**config.mk**
```make
export PLATFORM = sky130hd
export DESIGN_NAME = port_drain
export DESIGN_NICKNAME = d
export VERILOG_FILES = /design/src/rtl/port_drain.sv
export SDC_FILE = /design/constraint.sdc
export NUM_CORES = 1
export LEC_CHECK = 0
export BUFFER_PORTS_ARGS = -buffer_cell sky130_fd_sc_hd__buf_2
export CORE_AREA = 4 4 82 92
export CTS_CLUSTER_DIAMETER = 80
export DETAILED_ROUTE_END_ITERATION = 6
export DIE_AREA = 0 0 86 96
export MAX_ROUTING_LAYER = met4
export PLACE_DENSITY = 0.78
export SLEW_MARGIN = 20
export SYNTH_ARGS = -nofsm -noshare
export SYNTH_HDL_FRONTEND = slang
export SYNTH_SLANG_ARGS = --single-unit
```
**constraint.sdc**
```tcl
create_clock -name clk -period 3.5 [get_ports clk]
set_clock_uncertainty 0.2 [all_clocks]
set_input_delay 0.525 -clock clk [delete_from_list [all_inputs] [get_ports clk]]
set_output_delay 0.525 -clock clk [all_outputs]
set_load 0.01 [all_outputs]
```
**src/rtl/port_drain.sv**
```systemverilog
// port_drain: pulls one fixed-length packet from the granted input port into a
// local buffer, then streams it out as a header byte plus payload over a
// valid/ready link. data_empty tells the upstream queue when it may grant again.
//
// Ports:
//   clk         system clock, rising edge
//   rst_b       synchronous reset, active-high
//   wr_data     grant strobe (one-cycle pulse)
//   select      granted port number, valid with wr_data
//   port_data   head byte of each of the 4 ports, port p at [p*DATA_W +: DATA_W]
//   port_rd     one-hot pop to the latched port during LOAD
//   out_data    output byte (header, payload, optional checksum)
//   out_valid   out_data valid
//   out_ready   downstream accepts the byte
//   out_last    current byte is the final byte of the packet
//   data_empty  idle with empty buffer; queue may grant
//   err_busy    one-cycle pulse after a grant that arrived while busy
//
// Build option: define PORT_DRAIN_CHKSUM_EN to append an XOR checksum byte
// (header ^ all payload bytes) after the payload.
//
// state | meaning
// IDLE  | buffer empty, waiting for a grant
// LOAD  | popping PKT_LEN bytes from the latched port into buf[1..PKT_LEN]
// SEND  | presenting buf[cnt] on the output link until the final byte transfers

module port_drain #(
  parameter int DATA_W  = 8,
  parameter int PKT_LEN = 4
) (
  input  logic                  clk,
  input  logic                  rst_b,
  input  logic                  wr_data,
  input  logic [1:0]            select,
  input  logic [4*DATA_W-1:0]   port_data,
  output logic [3:0]            port_rd,
  output logic [DATA_W-1:0]     out_data,
  output logic                  out_valid,
  input  logic                  out_ready,
  output logic                  out_last,
  output logic                  data_empty,
  output logic                  err_busy
);

  localparam int CW = $clog2(PKT_LEN + 3);
`ifdef PORT_DRAIN_CHKSUM_EN
  localparam int FINAL = PKT_LEN + 1;
`else
  localparam int FINAL = PKT_LEN;
`endif
  localparam int NBUF = FINAL + 1;

  typedef enum logic [1:0] {
    IDLE = 2'd0,
    LOAD = 2'd1,
    SEND = 2'd2
  } state_e;

  state_e            state_q, state_d;
  logic [CW-1:0]     cnt_q, cnt_d;
  logic [1:0]        port_q, port_d;
  logic              err_busy_q, err_busy_d;
  logic [DATA_W-1:0] buf_q [NBUF];

  logic              hdr_we;
  logic              pay_we;
  logic [DATA_W-1:0] port_byte;
  logic [DATA_W-1:0] hdr_byte;

  assign hdr_byte = {{(DATA_W-2){1'b0}}, select};

  always_comb begin
    port_byte = port_data[DATA_W-1:0];
    case (port_q)
      2'd0: port_byte = port_data[0*DATA_W +: DATA_W];
      2'd1: port_byte = port_data[1*DATA_W +: DATA_W];
      2'd2: port_byte = port_data[2*DATA_W +: DATA_W];
      2'd3: port_byte = port_data[3*DATA_W +: DATA_W];
      default: port_byte = port_data[DATA_W-1:0];
    endcase
  end

  always_comb begin
    state_d    = state_q;
    cnt_d      = cnt_q;
    port_d     = port_q;
    hdr_we     = 1'b0;
    pay_we     = 1'b0;
    // Any grant outside IDLE is dropped and flagged on the next cycle.
    err_busy_d = wr_data && (state_q != IDLE);
    case (state_q)
      IDLE: begin
        if (wr_data) begin
          port_d  = select;
          cnt_d   = '0;
          hdr_we  = 1'b1;
          state_d = LOAD;
        end
      end
      LOAD: begin
        pay_we = 1'b1;
        if (cnt_q == CW'(PKT_LEN - 1)) begin
          cnt_d   = '0;
          state_d = SEND;
        end else begin
          cnt_d = cnt_q + CW'(1);
        end
      end
      SEND: begin
        if (out_ready) begin
          if (cnt_q == CW'(FINAL)) begin
            cnt_d   = '0;
            state_d = IDLE;
          end else begin
            cnt_d = cnt_q + CW'(1);
          end
        end
      end
      default: begin
        state_d = IDLE;
        cnt_d   = '0;
      end
    endcase
  end

  always_ff @(posedge clk) begin
    if (rst_b) begin
      state_q    <= IDLE;
      cnt_q      <= '0;
      port_q     <= '0;
      err_busy_q <= 1'b0;
      for (int i = 0; i < NBUF; i++) begin
        buf_q[i] <= '0;
      end
    end else begin
      state_q    <= state_d;
      cnt_q      <= cnt_d;
      port_q     <= port_d;
      err_busy_q <= err_busy_d;
      if (hdr_we) begin
        buf_q[0] <= hdr_byte;
`ifdef PORT_DRAIN_CHKSUM_EN
        // Running checksum seeded with the header, folded with each payload byte.
        buf_q[FINAL] <= hdr_byte;
`endif
      end
      if (pay_we) begin
        buf_q[cnt_q + CW'(1)] <= port_byte;
`ifdef PORT_DRAIN_CHKSUM_EN
        buf_q[FINAL] <= buf_q[FINAL] ^ port_byte;
`endif
      end
    end
  end

  assign data_empty = (state_q == IDLE);
  assign out_valid  = (state_q == SEND);
  assign out_last   = out_valid && (cnt_q == CW'(FINAL));
  assign out_data   = out_valid ? buf_q[cnt_q] : '0;
  assign port_rd    = (state_q == LOAD) ? (4'b0001 << port_q) : 4'b0000;
  assign err_busy   = err_busy_q;

endmodule

```
==> impl_results.md, run 1 <==
- Setup TNS Final: 0 ps
- Mean Syn Cell Area: roughly 15 µm²
- Worst Tran Pin Value: 777 ps
- Worst r2r src: state_q[1]
- Critical path cell sequence: inv_1 > ha_1 > nor2b_1 > a22o_1 > buf_2
- WL/cell: 20.6 µm
- Core area: 6560 µm²
- GPL Wtd Cong: 0.890
- Share of cells above drive strength 1: 32.2%
- Slew Viols, Final: 0
- Area of the multi-input gates: ~1400 µm²
- Most frequent cells after synthesis: edfxtp_1 (64), and2_1 (37), mux4_2 (18), nand2_1 (17), dfxtp_1 (11)
- Slew HR: 48.1%
- Vias: 2,312
- Final setup fails: 0
- Top cells by area, synth: edfxtp_1 (52%), mux4_2 (11%), and2_1 (6.3%)
- Setup crit start: state_q[0]
- Tcrit/Tclk final: 77.7%
- Critical-path maximum fanout: 8
- R2R Setup Slk: 950 ps
- Hold/Removal Path Class: in2reg
- Seq cells post-synth: 75
- Leakage power: 1.67 nW
- Post-layout total power: 2.32 mW
- DRT Pass-1 Iters: 4
- Distinct cell type count after synthesis: 41
- Yosys warns: 0
- Max VDD drop: 0.342 mV
- Clock root cell: clkbuf_8
- Synthesized area: 3690 µm²
- Initial antenna violation count: 0
- Rows: 31
- Clock slew at reported path FFs: roughly 70 ps
- Ant. Diodes: 0
- Die X: 86 µm
- IO buf count: 53
- CP startpoint kind: flop
- Unrepaired setup endpoints after global routing: false
- WL final: 8110 µm
- CTS Hold Bufs: 0
- FMAX: 0.368 GHz
- Fill count: 508
- Starting Density: 56.3%
- Final #Nets: 353
- Top-area cell type share of the netlist area: 52.0%
- Dpl hpwl: around 6000 µm
- Residual DRC: 0
- Postcts setup bufs: 0
- Area Growth Syn to Fin: 14.6%
- Antenna violation net count after detailed routing: 0
- Synth Instances: roughly 250
- Minimum clock period: 2720 ps
- Sequential-to-total area share from yosys stat: 58.0%
- Count leader, synth: edfxtp_1
- Grt ovf: 0
- Area leader, netlist: edfxtp_1
- Sink Count: 75
- Full die area: 8260 µm²
- Top FF cell, synth: edfxtp_1
- GRT Total Usage: about a fifth
- CP Capture Type: primary output
- Number of synthesized flops with an enable pin: 64
- CP required: 2770 ps
- Reg-to-reg critical path endpoint: buf_q[6][6]
- Status: finished clean
- Synthesized Nets: between 200 and 300
- H-tree Lvls: 3
- Count of final hold-check violations: 0
- Worst setup path end: out_data[0]
- Io pins: 54
- P per Cell Area: 547 nW/µm²
- Slowest CP cell: nor2b_1
- Drt first-iter violations: ~160
- Total clock buffers created by CTS: 9
- CTS tree: done
- Max-Cap Viols: 0
- First-pass GRT wire length: 12,400 µm
- Vias in the first global route: 2,485
- Die span in y: 96 µm
- Ys async rst share: 0%
- Largest stage delay, worst path: 540 ps
- Largest net degree at the start of global routing: 17
- WP data arrival: 1990 ps
- Mean number of vias per cell: a little under 6
- Post-CTS sizing: 0
- Clk_lat worst skew: 340 ps
- Critical path class: reg2out
- Worst r2r path cells: 5
- Sequential cell area: 2140 µm²
- CTS max path bufs: 2
area by class of cell:
type / instances / share of cell area, %
Clock inverter: 4 / 1.18
Multi-Input combinational cell: 151 / 33.9
Timing Repair Buffer: 59 / 7.33
Inverter: 10 / 0.887
Sequential cell: 75 / 50.6
Tap cell: 82 / 2.42
Clock buffer: 12 / 3.67
worst min-delay path by stage:
stage	cells after the start	slack [ps]	from	to
after floorplan	2	270	cnt_q[1]	flop
after global placement	2	310	cnt_q[1]	cnt_q[1]
after detailed placement	2	330	cnt_q[1]	cnt_q[1]
after CTS	3	250	select[1]	port_q[1]
after global routing	3	290	select[0]	port_q[0]
final	3	270	select[1]	port_q[1]
per-stage QoR:
step | setup WS [ps] | instance area, µm² | hold WS [ps] | utilization (%) | instances
CTS | 741 | 4230 | 253 | 64.6 | 393
global placement | 1020 | 4030 | 305 | 61.4 | 377
floorplan | 919 | 3690 | 267 | - | 248
detailed placement | 965 | 4030 | 330 | 61.4 | 377
finish | 780 | 4230 | 267 | 64.6 | 393
global route | 573 | 4230 | 286 | 64.6 | 393
logic make-up (layout without fill, tap and decap cells):
| family | after synthesis | count (layout) | synth area share, % |
|---|---|---|---|
| buffers and inverters | 22 | 85 | 3.15 |
| AO/OA/AOI/OAI | 24 | 24 | 5.05 |
| AND/OR/NAND/NOR | 91 | 91 | 14.7 |
| flip-flops | 75 | 75 | 58.0 |
| multiplexers | 27 | 27 | 16.1 |
| adder cells (fa/ha/maj) | 9 | 9 | 3.05 |
critical path: cells and delay by family (launching register included):
kind | cells | cell delay, ps
AOI/OAI and AO/OA | 1 | 250
adders and majority gates | 1 | 270
DFF | 1 | 350
buffers and inverters | 2 | 250
and+or+nand+nor | 1 | 540
sequential cells by signal (all words and copies together), names as in the netlist, named ones only:
| name | cells |
|---|---|
| state_q | 2 |
| err_busy | 1 |
| buf_q | 64 |
| cnt_q | 3 |
| port_q | 2 |
per-layer routing:
metal,GRT usage (%),up-vias,routed length [µm]
met5,-,-,0
met4,7.12,0,170
met3,3.85,17,439
met2,38.8,83,4530
met1,23.5,1142,2960
li1,-,1070,-
report_power, final:
group	leakage (nW)	internal (mW)	switching [mW]
sequential	0.726	1.07	0.0549
combinational	0.842	0.228	0.292
clock	0.0986	0.367	0.307
total	1.67	1.66	0.654
placed cells by master, fill, tap and decap left out, drive strengths merged:
master,instances
o31ai,1
dfxtp,11
o21ai,3
a22oi,1
a21boi,1
and4,1
and3b,1
a32o,2
nor4,1
o41ai,1
clkinv,1
or2,1
clkbuf,12
mux2,1
buf,59
inv,10
a22o,8
edfxtp,64
nor4b,1
mux4,24
clkinvlp,2
bufinv,1
and2,37
a21oi,4
nor3,4
a2111oi,1
ha,9
or3,1
and3,10
nor3b,1
a21o,2
nor2b,4
nand2,17
mux2i,2
nor2,7
nand3,4
or4,1
Power figures use the tool's default switching activity.
==> inputs of run 2 (changes only) <==
==> constraint.sdc (replaced) <==
create_clock -name clk -period 2.7 [get_ports clk]
set_clock_uncertainty 0.2 [all_clocks]
set_input_delay 0.405 -clock clk [delete_from_list [all_inputs] [get_ports clk]]
set_output_delay 0.405 -clock clk [all_outputs]
set_load 0.01 [all_outputs]
==> run 2 against run 1 <==
Compared with the run above: utilization rose by 0.74 points; register-to-register slack got worse by 720 ps; highest routed layer unchanged; count of clock-buffer cells in the layout fell by 3; critical path depth decreased by 1; combinational power increased by 35%; setup slack worse by 630 ps; first-iteration DRC count fell by 3.1%; cell area rose by 1.2%; sequential power rose by 29%; cell count rose by 1.3%; non-clock buffer count increased by 5; largest power group unchanged; power rose by 33%.
==> impl_results.md, run 2 (synthesized netlist as in run 1, its figures left out) <==
- Starting Density: 56.3% (unchanged)
- CP startpoint kind: flop (unchanged)
- Critical-path maximum fanout: 16 (was 8)
- Leakage power: 1.70 nW (was 1.67 nW)
- CP Capture Type: primary output (unchanged)
- Commonest non-fill, non-tap cells in the layout: edfxtp_1 (64), buf_2 (53), and2_1 (37) (unchanged)
- Sink Count: 75 (unchanged)
- Tcrit/Tclk final: a little over nine tenths
- Final #Nets: 358 (was 353)
- Setup TNS Final: 0 ps (unchanged)
- CTS Hold Bufs: 0 (unchanged)
- FMAX: 0.393 GHz
- Dpl hpwl: 5840 µm (was 6000 µm)
- Post-Place Cell Area: 4070 µm² (was 4030 µm²)
- Count of final hold-check violations: 0 (unchanged)
- Status: finished clean (unchanged)
- Clock slew at reported path FFs: 80 ps (was 70 ps)
- H-tree Lvls: 3 (unchanged)
- Fill count: 488 (was 508)
- Clk_lat worst skew: 340 ps (about the same)
- WP data arrival: 1940 ps (was 1990 ps)
- Drt first-iter violations: 158 (was 163)
- Antenna violation net count after detailed routing: 0 (unchanged)
- Unrepaired setup endpoints after global routing: false (unchanged)
- Critical path cell sequence: buf_4 > mux4_1 > a22o_1 > buf_2 (was inv_1 > ha_1 > nor2b_1 > a22o_1 > buf_2)
- HP Start: select[0] (was select[1])
- Final design area excluding fillers: 4280 µm² (was 4230 µm²)
- Share of cells above drive strength 1: 33.2% (was 32.2%)
- P per Cell Area: 718 nW/µm² (was 547 nW/µm²)
- Minimum clock period: 2550 ps
- Hold/Removal Path Class: in2reg (unchanged)
- Slew HR: 64.1% (was 48.1%)
- Vias: 2,297 (was 2,312)
- Initial antenna violation count: 0 (unchanged)
- Critical path class: reg2out (unchanged)
- Most flop-heavy register: buf_q (unchanged)
- Postcts setup bufs: 0 (unchanged)
- Post-CTS sizing: 0 (unchanged)
- Io pins: 54 (unchanged)
- CTS tree: done (unchanged)
- Worst r2r src: cnt_q[0] (was state_q[1])
- Largest net degree at the start of global routing: 17 (unchanged)
- Mean number of vias per cell: 5.77 (was 5.88)
- WL/cell: 19.5 µm (was 20.6 µm)
- Slew Viols, Final: 0 (unchanged)
- Rows: 31 (unchanged)
- Slowest CP cell: mux4_1 (was nor2b_1)
- Max VDD drop: 0.427 mV (was 0.342 mV)
- Total clock buffers created by CTS: 9 (unchanged)
- IO buf count: 53 (unchanged)
- Dpl cells: 382 (was 377)
- Ant. Diodes: 0 (unchanged)
- Grt ovf: 0 (unchanged)
- Core area: 6560 µm² (unchanged)
- GRT Total Usage: 21.0% (was 21.3%)
- Regs by FF count: buf_q: 64 flops, cnt_q: 3 flops (unchanged)
- Vias in the first global route: 2,481 (was 2,485)
- Clock root cell: clkbuf_8 (unchanged)
- CP required: 2100 ps (was 2770 ps)
- Largest register FFs: 64 (unchanged)
- Final setup fails: 0 (unchanged)
- Worst Tran Pin Value: 536 ps (was 777 ps)
- Die X: 86 µm (unchanged)
- Max-Cap Viols: 0 (unchanged)
- Largest stage delay, worst path: 600 ps (was 540 ps)
- DRT Pass-1 Iters: 4 (unchanged)
- Commonest non-fill, non-tap cell in the layout: edfxtp_1 (unchanged)
- Die span in y: 96 µm (unchanged)
- CTS max path bufs: 2 (unchanged)
- GPL Wtd Cong: 0.827 (was 0.890)
- First-pass GRT wire length: 12,500 µm (was 12,400 µm)
- Area Growth Syn to Fin: 15.9% (was 14.6%)
- Residual DRC: 0 (unchanged)
- Finished Layout Cells: 398 (was 393)
- WL final: 7760 µm (was 8110 µm)
- Full die area: 8260 µm² (unchanged)
-- run 2: cell count changes in the layout (fill, tap and decap cells not counted), sizes merged --
cell | before | now
buf | 59 | 64
clkbuf | 12 | 9
clkinv | 1 | 3
bufinv | 1 | 2
-- run 2: layout make-up --
class                      instances  area, µm²  share of cell area [%]
clock inverter                     7       92.6                    2.16
inverter                          10       37.5                   0.877
sequential                        75       2140                    50.0
multi-input combinational        151       1440                    33.5
timing repair buffer              64        348                    8.12
tap                               82        103                    2.40
clock buffer                       9        124                    2.89
-- run 2: final timing paths --
check        cells past startpoint           to  slack (ps)
max                              4  out_data[1]         150
min                              3    port_q[0]         150
max reg2reg                      4  buf_q[4][0]         230
min reg2reg                      2     cnt_q[1]         320
-- run 2: critical path, delay by kind of cell (launching register included) --
family                 cells  cell delay, ps
multiplexers               1             600
flip-flops                 1             310
AO/OA/AOI/OAI              1             250
buffers and inverters      2             430
-- run 2: metal layers --
| metal | vias to the layer above | wire length [µm] | global-route usage [%] |
|---|---|---|---|
| met3 | 22 | 344 | 2.91 |
| met2 | 73 | 4150 | 35.7 |
| li1 | 1076 | - | - |
| met5 | - | 0 | - |
| met4 | 0 | 295 | 12.0 |
| met1 | 1126 | 2970 | 24.1 |
-- run 2: stage by stage --
step                      setup slack [ps]  utilization, %  power [mW]  hold WS, ps
final                                  153            65.3        3.07          152
after global placement                 350            62.0        2.16          302
after global routing                  52.7            65.3        3.21          154
after CTS                              125            65.3        3.09          150
after detailed placement               276            62.0        2.18          308
after floorplan                        119               -        1.95          267
-- run 2: report_power, final --
| group | total (mW) | leakage (nW) | switching (mW) | internal, mW |
|---|---|---|---|---|
| combinational | 0.703 | 0.869 | 0.390 | 0.313 |
| clock | 0.928 | 0.103 | 0.412 | 0.517 |
| sequential | 1.44 | 0.726 | 0.0611 | 1.38 |
